File: config.mk
export PLATFORM = sky130hd
export DESIGN_NAME = seq_detect_ctrl
export DESIGN_NICKNAME = d
export VERILOG_FILES = /design/src/rtl/seq_detect_pkg.sv /design/src/rtl/seq_match_core.sv /design/src/rtl/seq_detect_ctrl.sv
export SDC_FILE = /design/constraint.sdc
export NUM_CORES = 1
export LEC_CHECK = 0
export BUFFER_PORTS_ARGS = -buffer_cell sky130_fd_sc_hd__buf_2
export CORE_MARGIN = 5
export CORE_UTILIZATION = 55
export CTS_CLUSTER_SIZE = 8
export DETAILED_ROUTE_END_ITERATION = 6
export HOLD_SLACK_MARGIN = 0.1
export PLACE_DENSITY_LB_ADDON = 0.05
export REMOVE_ABC_BUFFERS = 1
export SKIP_CTS_REPAIR_TIMING = 1
export SLEW_MARGIN = 20
export SYNTH_ARGS = -nofsm -noshare
export SYNTH_HDL_FRONTEND = slang
export SYNTH_SLANG_ARGS = --single-unit
File: constraint.sdc
create_clock -name clk -period 4.7 [get_ports clk]
set_clock_uncertainty 0.2 [all_clocks]
set_input_delay 0.47 -clock clk [delete_from_list [all_inputs] [get_ports clk]]
set_output_delay 0.47 -clock clk [all_outputs]
set_load 0.02 [all_outputs]
File: src/rtl/seq_detect_pkg.sv
// Shared types and default sizing for the sequence-detector controller slice.
package seq_detect_pkg;

  typedef enum logic {
    S_IDLE  = 1'b0,
    S_SHIFT = 1'b1
  } state_t;

  localparam int WORD_W_DEF  = 8;
  localparam int PAT_MAX_DEF = 8;
  localparam int CNT_W_DEF   = 8;

endpackage

File: src/rtl/seq_match_core.sv
// Programmable pattern matcher: history/fill tracking, latched configuration,
// masked compare and a saturating match counter.
module seq_match_core
  import seq_detect_pkg::*;
#(
  parameter int PAT_MAX = PAT_MAX_DEF,
  parameter int CNT_W   = CNT_W_DEF,
  parameter int LEN_W   = $clog2(PAT_MAX + 1)
) (
  input  logic               clk,
  input  logic               clr_n,
  input  logic               cfg_en,
  input  logic [PAT_MAX-1:0] cfg_pattern,
  input  logic [LEN_W-1:0]   cfg_len,
  input  logic               cfg_overlap,
  input  logic               cnt_clr,
  input  logic               bit_in,
  input  logic               bit_en,
  output logic               match,
  output logic [CNT_W-1:0]   match_cnt
);

  logic [PAT_MAX-1:0] pat_r;
  logic [PAT_MAX-1:0] hist_r;
  logic [PAT_MAX-1:0] hist_nxt_s;
  logic [PAT_MAX-1:0] mask_s;
  logic [LEN_W-1:0]   len_r;
  logic [LEN_W-1:0]   fill_r;
  logic [LEN_W-1:0]   fill_inc_s;
  logic [LEN_W-1:0]   len_clamp_s;
  logic [LEN_W:0]     fill_p1_s;
  logic               ovl_r;
  logic               hit_s;
  logic               match_r;
  logic [CNT_W-1:0]   cnt_r;

  // Next history, length mask, hit decision and clamped inputs.
  always_comb begin
    hist_nxt_s = {hist_r[PAT_MAX-2:0], bit_in};
    fill_p1_s  = {1'b0, fill_r} + {{LEN_W{1'b0}}, 1'b1};
    for (int i = 0; i < PAT_MAX; i++) begin
      mask_s[i] = (i < int'(len_r));
    end
    hit_s = bit_en && (len_r != {LEN_W{1'b0}}) && (fill_p1_s >= {1'b0, len_r}) &&
            ((hist_nxt_s & mask_s) == (pat_r & mask_s));
    if (fill_p1_s > (LEN_W + 1)'(PAT_MAX)) begin
      fill_inc_s = LEN_W'(PAT_MAX);
    end else begin
      fill_inc_s = fill_p1_s[LEN_W-1:0];
    end
    if (cfg_len > LEN_W'(PAT_MAX)) begin
      len_clamp_s = LEN_W'(PAT_MAX);
    end else begin
      len_clamp_s = cfg_len;
    end
  end

  // Configuration, history/fill and counter state; cnt_clr beats a same-edge hit.
  always_ff @(posedge clk) begin
    if (!clr_n) begin
      pat_r   <= {PAT_MAX{1'b0}};
      len_r   <= {LEN_W{1'b0}};
      ovl_r   <= 1'b1;
      hist_r  <= {PAT_MAX{1'b0}};
      fill_r  <= {LEN_W{1'b0}};
      match_r <= 1'b0;
      cnt_r   <= {CNT_W{1'b0}};
    end else begin
      match_r <= hit_s;
      if (cfg_en) begin
        pat_r  <= cfg_pattern;
        len_r  <= len_clamp_s;
        ovl_r  <= cfg_overlap;
        hist_r <= {PAT_MAX{1'b0}};
        fill_r <= {LEN_W{1'b0}};
      end else if (bit_en) begin
        hist_r <= hist_nxt_s;
        fill_r <= (hit_s && !ovl_r) ? {LEN_W{1'b0}} : fill_inc_s;
      end else begin
        hist_r <= hist_r;
        fill_r <= fill_r;
      end
      if (cnt_clr) begin
        cnt_r <= {CNT_W{1'b0}};
      end else if (hit_s && (cnt_r != {CNT_W{1'b1}})) begin
        cnt_r <= cnt_r + CNT_W'(1);
      end else begin
        cnt_r <= cnt_r;
      end
    end
  end

  assign match     = match_r;
  assign match_cnt = cnt_r;

endmodule

File: src/rtl/seq_detect_ctrl.sv
// Word-to-serial sequencing controller feeding the programmable pattern matcher.
module seq_detect_ctrl
  import seq_detect_pkg::*;
#(
  parameter  int WORD_W  = WORD_W_DEF,
  parameter  int PAT_MAX = PAT_MAX_DEF,
  parameter  int CNT_W   = CNT_W_DEF,
  localparam int LEN_W   = $clog2(PAT_MAX + 1)
) (
  input  logic               clk,
  input  logic               clr_n,
  input  logic               cfg_we,
  input  logic [PAT_MAX-1:0] cfg_pattern,
  input  logic [LEN_W-1:0]   cfg_len,
  input  logic               cfg_overlap,
  input  logic               cnt_clr,
  input  logic               in_valid,
  input  logic [WORD_W-1:0]  in_data,
  output logic               in_ready,
  output logic               bit_out,
  output logic               bit_valid,
  output logic               match,
  output logic [CNT_W-1:0]   match_cnt,
  output logic               busy
);

  localparam int IDX_W = (WORD_W > 1) ? $clog2(WORD_W) : 1;
  localparam logic [IDX_W-1:0] IDX_LAST = IDX_W'(WORD_W - 1);
  localparam logic [IDX_W-1:0] IDX_PREV = IDX_W'(WORD_W - 2);

  state_t            state_r;
  logic [WORD_W-1:0] shreg_r;
  logic [IDX_W-1:0]  bit_idx_r;
  logic              bit_out_r;
  logic              bit_valid_r;
  logic              ready_r;
  logic              cfg_en_s;

  // Handshake/serializer FSM; ready_r tracks the next-cycle in_ready so it stays registered.
  always_ff @(posedge clk) begin
    if (!clr_n) begin
      state_r     <= S_IDLE;
      shreg_r     <= {WORD_W{1'b0}};
      bit_idx_r   <= {IDX_W{1'b0}};
      bit_out_r   <= 1'b0;
      bit_valid_r <= 1'b0;
      ready_r     <= 1'b1;
    end else begin
      case (state_r)
        S_IDLE: begin
          if (in_valid) begin
            shreg_r     <= in_data;
            bit_out_r   <= in_data[WORD_W-1];
            bit_valid_r <= 1'b1;
            bit_idx_r   <= {IDX_W{1'b0}};
            ready_r     <= 1'b0;
            state_r     <= S_SHIFT;
          end else begin
            bit_out_r   <= 1'b0;
            bit_valid_r <= 1'b0;
            ready_r     <= 1'b1;
          end
        end
        S_SHIFT: begin
          if (bit_idx_r == IDX_LAST) begin
            if (in_valid) begin
              shreg_r     <= in_data;
              bit_out_r   <= in_data[WORD_W-1];
              bit_valid_r <= 1'b1;
              bit_idx_r   <= {IDX_W{1'b0}};
              ready_r     <= 1'b0;
            end else begin
              bit_out_r   <= 1'b0;
              bit_valid_r <= 1'b0;
              ready_r     <= 1'b1;
              state_r     <= S_IDLE;
            end
          end else begin
            shreg_r     <= {shreg_r[WORD_W-2:0], 1'b0};
            bit_out_r   <= shreg_r[WORD_W-2];
            bit_valid_r <= 1'b1;
            bit_idx_r   <= bit_idx_r + IDX_W'(1);
            ready_r     <= (bit_idx_r == IDX_PREV);
          end
        end
        default: begin
          state_r     <= S_IDLE;
          bit_out_r   <= 1'b0;
          bit_valid_r <= 1'b0;
          ready_r     <= 1'b1;
        end
      endcase
    end
  end

  assign cfg_en_s  = cfg_we && (state_r == S_IDLE);
  assign in_ready  = clr_n && ready_r;
  assign bit_out   = bit_out_r;
  assign bit_valid = bit_valid_r;
  assign busy      = (state_r == S_SHIFT);

  seq_match_core #(
    .PAT_MAX(PAT_MAX),
    .CNT_W  (CNT_W),
    .LEN_W  (LEN_W)
  ) u_match (
    .clk        (clk),
    .clr_n      (clr_n),
    .cfg_en     (cfg_en_s),
    .cfg_pattern(cfg_pattern),
    .cfg_len    (cfg_len),
    .cfg_overlap(cfg_overlap),
    .cnt_clr    (cnt_clr),
    .bit_in     (bit_out_r),
    .bit_en     (bit_valid_r),
    .match      (match),
    .match_cnt  (match_cnt)
  );

endmodule
* Yosys cells after proc, flatten, opt, wreduce, memory -nomap -nowiden *
Index checks and enable logic that the tools add are counted.

storage, ports and cells
  bits in registers = 47
  output and inout bits = 13
  logic and storage cells = 63

cells by class
  $add $sub $neg = 3
  order comparisons = 11
  equality and inequality tests = 4
  muxes and demuxes = 18
  bitwise logic cells = 4
  reduce and logical (&&, ||, !) cells = 11

operator list
  operator                                                    count
  AND 8 bit                                                   2
  less-than comparator 3 x 4 -> 1 bit (first input constant)  4
  two-way mux 8 bit                                           2
  case mux 8 bit (2 select lines)                             1
  two-way mux 4 bit                                           3
  adder 8 x 1 -> 8 bit (second input constant)                1
  == test 8 bit                                               1
  less-than comparator 1 x 4 -> 1 bit (first input constant)  2
  less-than comparator 2 x 4 -> 1 bit (first input constant)  2
  != test 8 bit (second input constant)                       1
  logical AND 1 bit                                           7
  == test 3 bit (second input constant)                       2
  two-way mux 1 bit                                           6
  two-way mux 3 bit                                           2
  case mux 1 bit (2 select lines)                             3
  case mux 3 bit (2 select lines)                             1
  adder 4 x 1 -> 5 bit (second input constant)                1
  >= comparator 5 x 4 -> 1 bit                                1
  > comparator 5 x 4 -> 1 bit (second input constant)         1
  > comparator 4 bit (second input constant)                  1
  nonzero test 4 bit                                          1
  OR reduction 2 bit                                          2
  adder 3 x 1 -> 3 bit (second input constant)                1
  NOT 1 bit                                                   2
  zero test 1 bit                                             1

* Longest topological paths before layout *
Gate-level depths: netlist (run 1).

  depth after elaboration = 6
  mapped depth = 8
  depth with buffers taken out = 8

* Modules after synthesis *
From an unflattened synthesis (run 1), not the netlist that was laid out.

second synthesis, totals
  cell total of the unflattened synthesis = 250
  area total of the unflattened synthesis = 2362.3 µm²

modules (own cells, without submodules)
  module           instances  cells each  area an instance (µm²)
  seq_match_core   1          186         1740.4
  seq_detect_ctrl  1          64          621.8

* Worst setup path after synthesis (run 1) *
Ideal clock, no wire load.

  path kind = reg-to-reg
  start point = register u_match.fill_r[0]
  end point = register u_match.fill_r[0]
  library setup time = 101 ps
  data arrival time = 2365 ps
  required time = 4399 ps
  setup slack = 2034 ps
  cell stages (with the launch flop) = 9
  buffers on the path = 0
  period minus slack after synthesis = 2666 ps
  cells stage by stage = dfxtp_1 ha_1 xor2_1 ha_1 a21oi_1 o21ai_0 a221oi_2 nor4_2 o41ai_1

between the ends
  word-level cells in the longest chain between the ends = 6

ends and longest elaborated chain
  item                             line                  text
  start: declaration               seq_match_core.sv:28  logic [LEN_W-1:0] fill_r;
  start signal: assignment         seq_match_core.sv:65  fill_r <= {LEN_W{1'b0}};
  start signal: assignment         seq_match_core.sv:75  fill_r <= {LEN_W{1'b0}};
  start signal: assignment         seq_match_core.sv:78  fill_r <= (hit_s && !ovl_r) ? {LEN_W{1'b0}} : fill_inc_s;
  adder 4 x 1 -> 5 bit (*)         seq_match_core.sv:40  fill_p1_s = {1'b0, fill_r} + {{LEN_W{1'b0}}, 1'b1};
  >= comparator 5 x 4 -> 1 bit     seq_match_core.sv:44  hit_s = bit_en && (len_r != {LEN_W{1'b0}}) && (fill_p1_s >= {1'b0, len_r}) &&
  logical AND 1 bit (2 in series)  seq_match_core.sv:44
  logical AND 1 bit                seq_match_core.sv:78
  two-way mux 4 bit (*)            seq_match_core.sv:78

Every way passes the cells marked *; elsewhere a longest branch is shown, timed or not.
A chain may end at the register's enable or synchronous reset.

* Final worst setup path (run 1) *
Same ends and word-level chain as after synthesis.

==> impl_results.md, run 1 <==
- Status: completed
- Clock slew at reported path FFs: around 0.080 ns
- Total negative slack: 0 ns
- Post-Synthesis Cells: 269
- LEAKAGE: about 1.1 nW
- Final worst path period share: between 60% and 70%
- Worst EP arrival: between 3 and 4 ns
- Clock net sink count: between 40 and 50
- Number of global-route vias before repair: roughly 1800
- Routed WL per cell: between 10 and 15 µm
- HPWL after detailed placement: about 3.5 mm
- Slew Limit Fails: 0
- Htree depth: 2
- Post-synth EDFFs: 0
- Layout overhead on the synthesized area: 12.10%
- Crit-path max FO: 9
- Number of diodes: 0
- # IOs: 39
- Max-cap check violation count: 0
- Remaining DRCs: 0
- CTS tree: done
- Synth cell types: between 40 and 50
- Commonest cells after routing, fill and taps aside: nand2_1, dfxtp_1, buf_2
- Tot GR Track Use: a little under a fifth
- Crit end category: flip-flop
- Vias per inst: ~5.5
- Via Count: 1934
- Full die area: around 5700 µm²
- Synth Area per Inst: between 8 and 9 µm²
- Asr flop ratio synth: 0%
- Final Hold Fails: 0
- Starting Density: between 50% and 60%
- Yosys Warn Count: 0
- # nets final: 336
- Worst skew pair latency: 0.29 ns
- Core box area: around 4000 µm²
- Hold crit path type: in2reg
- Fin crit period: a little over 3 ns
- Antenna Nets Post-Route: 0
- Largest net degree at the start of global routing: 30
- First-pass GRT wire length: 8.107 mm
- Peak supply drop: slightly below 0.0002 V
- Final setup fails: 0
- Netlist Area Pre-Place: roughly 2300 µm²
- GR Overflow Total: 0
- Worst-margin pin slew: between 0.9 and 1 ns
- RSZ-0062 raised after global routing: no
- Post-synthesis sequential area ratio: 39.40%
- Pre-antenna DRT Iters: 4
- WP data required: about 4.7 ns
- 1st-iter DRT viols: approximately 110
- Initial antenna violation count: 0
- WL final: just under 5 mm
- Num CTS Buffers: 5
- Synth Register Bits: 46
- Relative slew margins: between 30 and 40%
- Synth Flop Type: dfxtp_1
- Power per cell area: between 300 and 400 nW/µm²
- Port bufs: 38
- Critical setup path kind: reg2reg
- Root Driver: clkbuf_8
- Final cell utilization of the core: approximately 65%
- Width of the chip: around 75 µm
- Layout cells sized above 1: 16.94%
- Worst setup SP type: flip-flop
- Max Clock Freq: 323.8 MHz
- Rows: 23
- Die Y: around 75 µm
- Clock buffer depth: 2
- RePlAce Congestion: about 0.80
## final cells by class
cell class	instances	area, µm²
fillers	372	1438
repair buffers	38	190.2
flip-flops and latches	46	920.9
clock inverters	3	40.04
multi-input cells	200	1304
well taps	50	62.56
inverters	9	33.78
clock buffers	5	68.82
## critical path: stages, from the launching register on
cell      delay (ns)
dfxtp_1         0.44
ha_1            0.30
xor2_1          0.23
ha_1            0.29
a21oi_1         0.16
o21ai_0         0.12
a221oi_2        0.69
nor4_2          0.17
o41ai_1         0.38
## final timing paths
kind | from | end | slack, ns | cells after the start
max | u_match.fill_r[0] | u_match.fill_r[0] | 1.61 | 8
min | cfg_overlap | u_match.ovl_r | 0.20 | 3
max reg2reg | u_match.fill_r[0] | u_match.fill_r[0] | 1.61 | 8
min reg2reg | shreg_r[6] | bit_out | 0.26 | 2
## metrics by stage
stage / total power, mW / instance area [µm²] / cells / worst slack, ns / hold WS [ns]
after floorplan: 0.4929 / 2258 / 255 / 2.034 / 0.2312
after global placement: 0.5251 / 2511 / 343 / 1.825 / 0.2536
after detailed placement: 0.5275 / 2511 / 343 / 1.652 / 0.2551
after CTS: 0.8130 / 2620 / 351 / 1.632 / 0.1950
after global routing: 0.8468 / 2620 / 351 / 1.423 / 0.1920
final: 0.8056 / 2620 / 351 / 1.612 / 0.2024
## cell families (layout without fill, tap and decap cells)
kind of cell,count (synthesis),in the layout,share of synthesized area [%]
AOI/OAI and AO/OA,43,43,12.42
xor gates and xnor gates,10,10,3.748
adders and majority gates,10,10,5.353
buffers and inverters,23,55,4.818
DFF,46,46,39.40
muxes,20,20,8.565
and+or+nand+nor,117,117,25.70
## cell usage after synthesis (6+ instances only)
| cell | count | area [µm²] |
|---|---|---|
| dfxtp_1 | 46 | 920.9 |
| nand2_1 | 46 | 172.7 |
| clkbuf_1 | 9 | 33.78 |
| a211oi_1 | 6 | 45.04 |
| ha_1 | 10 | 125.1 |
| or3_1 | 6 | 37.54 |
| a21oi_1 | 17 | 85.08 |
| xnor2_1 | 9 | 78.83 |
| mux2i_1 | 20 | 200.2 |
| nand3_1 | 7 | 35.03 |
| nor2_1 | 25 | 93.84 |
| inv_1 | 9 | 33.78 |
## sequential cells by signal, indices dropped and copies added (netlist names)
register / cells
ready_r: 1
u_match.hist_r: 7
u_match.match: 1
bit_idx_r: 3
u_match.len_r: 4
bit_valid: 1
u_match.fill_r: 4
u_match.match_cnt: 8
bit_out: 1
u_match.ovl_r: 1
shreg_r: 7
u_match.pat_r: 8
## where the power goes
part           switching [mW]  internal [mW]
clock                   0.130          0.157
combinational          0.0568         0.0409
sequential             0.0162          0.405
## metal layers
| layer | share of wire (%) | track usage (%) |
|---|---|---|
| met1 | 48 | 24.28 |
| met3 | 4.2 | 4.406 |
| met5 | 0 | 0 |
| met4 | 0.56 | 5.825 |
| met2 | 47 | 30.85 |
No activity file was read; power rests on OpenSTA's default activity.
==> run 2, diff against run 1 <==
--- a/config.mk
+++ b/config.mk
@@ -7,7 +7,7 @@
 export LEC_CHECK = 0
 export BUFFER_PORTS_ARGS = -buffer_cell sky130_fd_sc_hd__buf_2
 export CORE_MARGIN = 5
-export CORE_UTILIZATION = 55
+export CORE_UTILIZATION = 50
 export CTS_CLUSTER_SIZE = 8
 export DETAILED_ROUTE_END_ITERATION = 6
 export HOLD_SLACK_MARGIN = 0.1
==> constraint.sdc (replaced) <==
create_clock -name clk -period 2.65 [get_ports clk]
set_clock_uncertainty 0.2 [all_clocks]
set_input_delay 0.265 -clock clk [delete_from_list [all_inputs] [get_ports clk]]
set_output_delay 0.265 -clock clk [all_outputs]
set_load 0.02 [all_outputs]
==> run 2 against run 1 <==
Final cell count is 6.6% higher. Design area grew 8.2%. Worst setup slack got worse by 1.4 ns. Register-to-register slack worse by 1.4 ns. Flip-flop and latch count unchanged. Sequential share of layout area shrank 2.6 points. Critical path depth increased by 1. Largest power group unchanged. Global-route usage down 1.7 points. Power grew 69%. Core utilization decreased by 0.77 points.
==> impl_results.md, run 2 (synthesis results as in run 1) <==
- Layout overhead on the synthesized area: 21.31%
- Commonest cells after routing, fill and taps aside: nand2_1, dfxtp_1, buf_2
- Width of the chip: between 70 and 80 µm
- CP top delay family: compound AO/OA/AOI/OAI gates
- # nets final: ~360
- CTS tree: done
- Critical path buffer and inverter count: 1
- LEAKAGE: 1.161 nW
- Fin crit period: between 2 and 2.5 ns
- Final setup fails: 0
- Tot GR Track Use: 17.05%
- Via Count: 1969
- Hold crit path type: in2reg
- Pwr Total: ~1.4 mW
- Post-Layout Cell Count: 374
- Clock net sink count: between 40 and 50
- Num CTS Buffers: 5
- Worst skew pair latency: ~0.29 ns
- Fillers: 396
- First-pass GRT wire length: between 8 and 9 mm
- Critical setup path kind: reg2reg
- Port bufs: 38
- Most common cell after layout, fill and taps aside: nand2_1
- Peak supply drop: about 0.00034 V
- Worst setup SP type: flip-flop
- Clock buffer depth: 2
- Remaining DRCs: 0
- RePlAce Congestion: around 0.87
- Slew Limit Fails: 0
- Root Driver: clkbuf_8
- HPWL after detailed placement: around 3.6 mm
- Critical-path cell list: ha_2 -> xor2_2 -> ha_1 -> a21oi_1 -> o21ai_1 -> a221oi_2 -> buf_4 -> nor4b_1 -> o221a_1
- WL final: ~5.0 mm
- Crit end category: flip-flop
- PnR worst setup slack: 0.1983 ns
- Routed WL per cell: 13.39 µm
- Status: completed
- Post-DP Area: 2566 µm²
- Total negative slack: 0 ns
- Max-cap check violation count: 0
- Die Y: 78.37 µm
- Final cell utilization of the core: roughly 64%
- Max Clock Freq: 407.9 MHz
- Pre-antenna DRT Iters: 4
- Power per cell area: around 480 nW/µm²
- Worst path slowest cell: dfxtp_2
- Number of global-route vias before repair: approximately 1900
- R2R Setup Slk: about 0.20 ns
- Core box area: about 4400 µm²
- Antenna Nets Post-Route: 0
- Rows: 24
- Storage element area: 922.1 µm²
- Crit-path max FO: 7
- Final instance area: 2835 µm²
- Multi-input logic area: between 1000 and 1500 µm²
- Place WS: between 0.1 and 0.15 ns
- Layout cells sized above 1: ~20%
- Starting Density: 52.59%
- Largest net degree at the start of global routing: 19
- Hold_ws: ~0.075 ns
- # placed instances: 352
- Final worst path period share: about 93%
- Htree depth: 2
- # IOs: 39
- Relative slew margins: between 60% and 70%
- Clock slew at reported path FFs: around 0.080 ns
- Worst EP arrival: approximately 2.4 ns
- Vias per inst: ~5.3
- Worst-margin pin slew: 0.5761 ns
- Final Hold Fails: 0
- Max incr delay on CP: about 0.36 ns
- GR Overflow Total: 0
- Number of diodes: 0
- RSZ-0062 raised after global routing: no
- WP data required: between 2 and 3 ns
- Full die area: about 6100 µm²
- Initial antenna violation count: 0
- 1st-iter DRT viols: roughly 100
run 2: cell types whose count changed in the layout (fill, tap and decap cells not counted), sizes merged:
cell and delta:
dlygate4sd3 +15, buf +7, bufinv -1, clkinv -2, clkbuf +1, clkinvlp +1
run 2: power breakdown:
part	internal [mW]	leakage [nW]	switching, mW
Combinational	0.0979	0.748	0.114
Clock	0.181	0.0373	0.227
Sequential	0.718	0.376	0.0208
Total	0.997	1.16	0.362
run 2: path summary, 6_finish.rpt:
path              depth (start not counted)                   end               from
setup / recovery                          9  u_match.match_cnt[6]  u_match.fill_r[1]
hold / removal                            3            shreg_r[0]         in_data[0]
setup reg to reg                          9  u_match.match_cnt[6]  u_match.fill_r[1]
hold reg to reg                           2               bit_out         shreg_r[6]
run 2: tightest hold or removal path, stage by stage:
cell and delay, ns:
buf_2 0.08, mux2i_1 0.05, nor3_1 0.12
run 2: cell type report:
class	count	area share (%)
Clock inverter	1	0.2648
Multi-Input combinational cell	200	47.31
Tap cell	52	2.295
Clock buffer	6	2.560
Inverter	9	1.192
Sequential cell	46	32.52
Timing Repair Buffer	60	13.86
run 2: metal layers:
| metal | part of all wire [%] | track usage [%] | vias up |
|---|---|---|---|
| li1 | - | - | 1043 |
| met1 | 50 | 23.23 | 888 |
| met2 | 46 | 27.23 | 33 |
| met3 | 3.8 | 4.119 | 5 |
| met4 | 0.88 | 4.196 | 0 |
| met5 | 0 | 0 | - |
==> run 3, diff against run 2 <==
--- a/config.mk
+++ b/config.mk
@@ -7,7 +7,7 @@
 export LEC_CHECK = 0
 export BUFFER_PORTS_ARGS = -buffer_cell sky130_fd_sc_hd__buf_2
 export CORE_MARGIN = 5
-export CORE_UTILIZATION = 50
+export CORE_UTILIZATION = 55
 export CTS_CLUSTER_SIZE = 8
 export DETAILED_ROUTE_END_ITERATION = 6
 export HOLD_SLACK_MARGIN = 0.1
==> constraint.sdc (replaced) <==
create_clock -name clk -period 2.45 [get_ports clk]
set_clock_uncertainty 0.2 [all_clocks]
set_input_delay 0.245 -clock clk [delete_from_list [all_inputs] [get_ports clk]]
set_output_delay 0.245 -clock clk [all_outputs]
set_load 0.02 [all_outputs]
==> run 3 against run 2 <==
First-iteration DRC count is 28% lower. Count of clock-buffer cells in the layout is 2 higher. Largest power group unchanged. Combinational power is 17% higher. Routed wire length is 2.2% higher. Global-route usage is 2.2 points higher. Critical path type unchanged. Worst setup slack worse by 0.11 ns. Non-clock buffer count is 11 higher.
==> impl_results.md, run 3 (synthesis results as in run 1) <==
- Status: completed
- Clock slew at reported path FFs: 0.09 ns
- HPWL after detailed placement: 3.554 mm
- Rows: 23
- Max-cap check violation count: 0
- Port bufs: 38
- LEAKAGE: ~1.2 nW
- Hold crit path type: in2reg
- Core box area: 4058 µm²
- Starting Density: between 50% and 60%
- Tot GR Track Use: approximately a fifth
- Fillers: approximately 320
- Clock net sink count: 46
- Final Hold Fails: 0
- Worst path slowest cell: dfxtp_2
- Pwr Total: approximately 1.6 mW
- WL final: ~5.1 mm
- Worst-margin pin slew: between 0.5 and 0.6 ns
- Width of the chip: 75.19 µm
- Number of diodes: 0
- Full die area: between 5000 and 6000 µm²
- Crit-path max FO: 7
- Most common cell after layout, fill and taps aside: nand2_1
- Worst skew pair latency: 0.30 ns
- WP data required: around 2.5 ns
- GR Overflow Total: 0
- RSZ-0062 raised after global routing: yes
- Commonest cells after routing, fill and taps aside: nand2_1, dfxtp_1, buf_2
- Crit end category: flip-flop
- Worst EP arrival: between 2 and 2.5 ns
- Critical-path cell list: ha_4 -> xor2_2 -> ha_1 -> a21oi_2 -> o21ai_1 -> a221oi_2 -> buf_4 -> nor4b_2 -> o221a_1
- CTS tree: done
- Antenna Nets Post-Route: 0
- Slew Limit Fails: 0
- # IOs: 39
- CP top delay family: compound AO/OA/AOI/OAI gates
- Routed WL per cell: about 13 µm
- Layout overhead on the synthesized area: 27.09%
- Num CTS Buffers: 5
- Largest net degree at the start of global routing: 19
- Power per cell area: 532.0 nW/µm²
- Layout cells sized above 1: ~22%
- Final setup fails: 0
- Initial antenna violation count: 0
- Peak supply drop: around 0.00037 V
- Root Driver: clkbuf_8
- Critical setup path kind: reg2reg
- # nets final: 369
- Fin crit period: about 2.4 ns
- Total negative slack: 0 ns
- Number of global-route vias before repair: 1906
- Worst setup SP type: flip-flop
- Die Y: approximately 75 µm
- RePlAce Congestion: 0.9601
- 1st-iter DRT viols: 73
- First-pass GRT wire length: between 8 and 9 mm
- Critical path buffer and inverter count: 1
- Pre-antenna DRT Iters: 4
- Relative slew margins: about 62%
- Vias per inst: 5.318
- Max incr delay on CP: 0.34 ns
- Htree depth: 2
- Final worst path period share: between 90% and 100%
- Max Clock Freq: between 400 and 500 MHz
- Via Count: about 2000
- Remaining DRCs: 0
- Clock buffer depth: 2
==> run 3: cell types whose count changed in the layout (fill, tap and decap cells not counted), moves of 2 or more <==
cell           previous run  this run
buf_4                     7        13
clkbuf_8                  5         8
dlygate4sd3_1            15        20
ha_4                      0         2
==> run 3: worst paths after layout <==
check / endpoint / slack [ns] / from / depth (start not counted)
worst max-delay path: u_match.match_cnt[6] / 0.09 / u_match.fill_r[0] / 9
worst min-delay path: shreg_r[1] / 0.09 / in_data[1] / 3
worst max register to register: u_match.match_cnt[6] / 0.09 / u_match.fill_r[0] / 9
worst min register to register: bit_out / 0.27 / shreg_r[6] / 2
==> run 3: area by class of cell <==
| type | count | area [µm²] | area share, % |
|---|---|---|---|
| flip-flops and latches | 46 | 923.4 | 31.09 |
| repair buffers | 71 | 488.0 | 16.43 |
| inverters | 9 | 33.78 | 1.137 |
| clock buffers | 8 | 110.1 | 3.707 |
| well taps | 50 | 62.56 | 2.106 |
| multi-input cells | 200 | 1353 | 45.54 |
==> run 3: per-layer routing <==
metal  vias to the layer above  track usage [%]  share of wire, %
met5                         -                0                 0
met4                         0            5.825               1.3
met3                         7            4.005               3.4
met2                        29            32.59                49
met1                       939            24.82                46
li1                       1067                -                 -
==> run 3: tightest hold or removal path, delay by kind of cell <==
kind | cells | cell delay, ns
AO/OA/AOI/OAI | 1 | 0.08
buffers and inverters | 1 | 0.09
multiplexers | 1 | 0.12
==> run 3: report_power, final <==
| group | internal (mW) | leakage, nW | switching [mW] | total [mW] |
|---|---|---|---|---|
| logic | 0.118 | 0.780 | 0.128 | 0.247 |
| registers | 0.777 | 0.376 | 0.0227 | 0.799 |
| clock network | 0.285 | 0.0575 | 0.249 | 0.534 |
==> run 3: through the flow <==
step	cell area (µm²)	util (%)	worst slack (ns)	hold WS, ns	cells
after floorplan	2258	-	-0.2158	0.1168	255
after global placement	2601	64.11	0.03329	0.2513	355
after detailed placement	2601	64.11	0.002306	0.2528	355
after CTS	2711	66.82	-0.09022	-0.04172	363
after global routing	2970	73.20	-0.06387	0.1182	384
final	2970	73.20	0.08737	0.08740	384
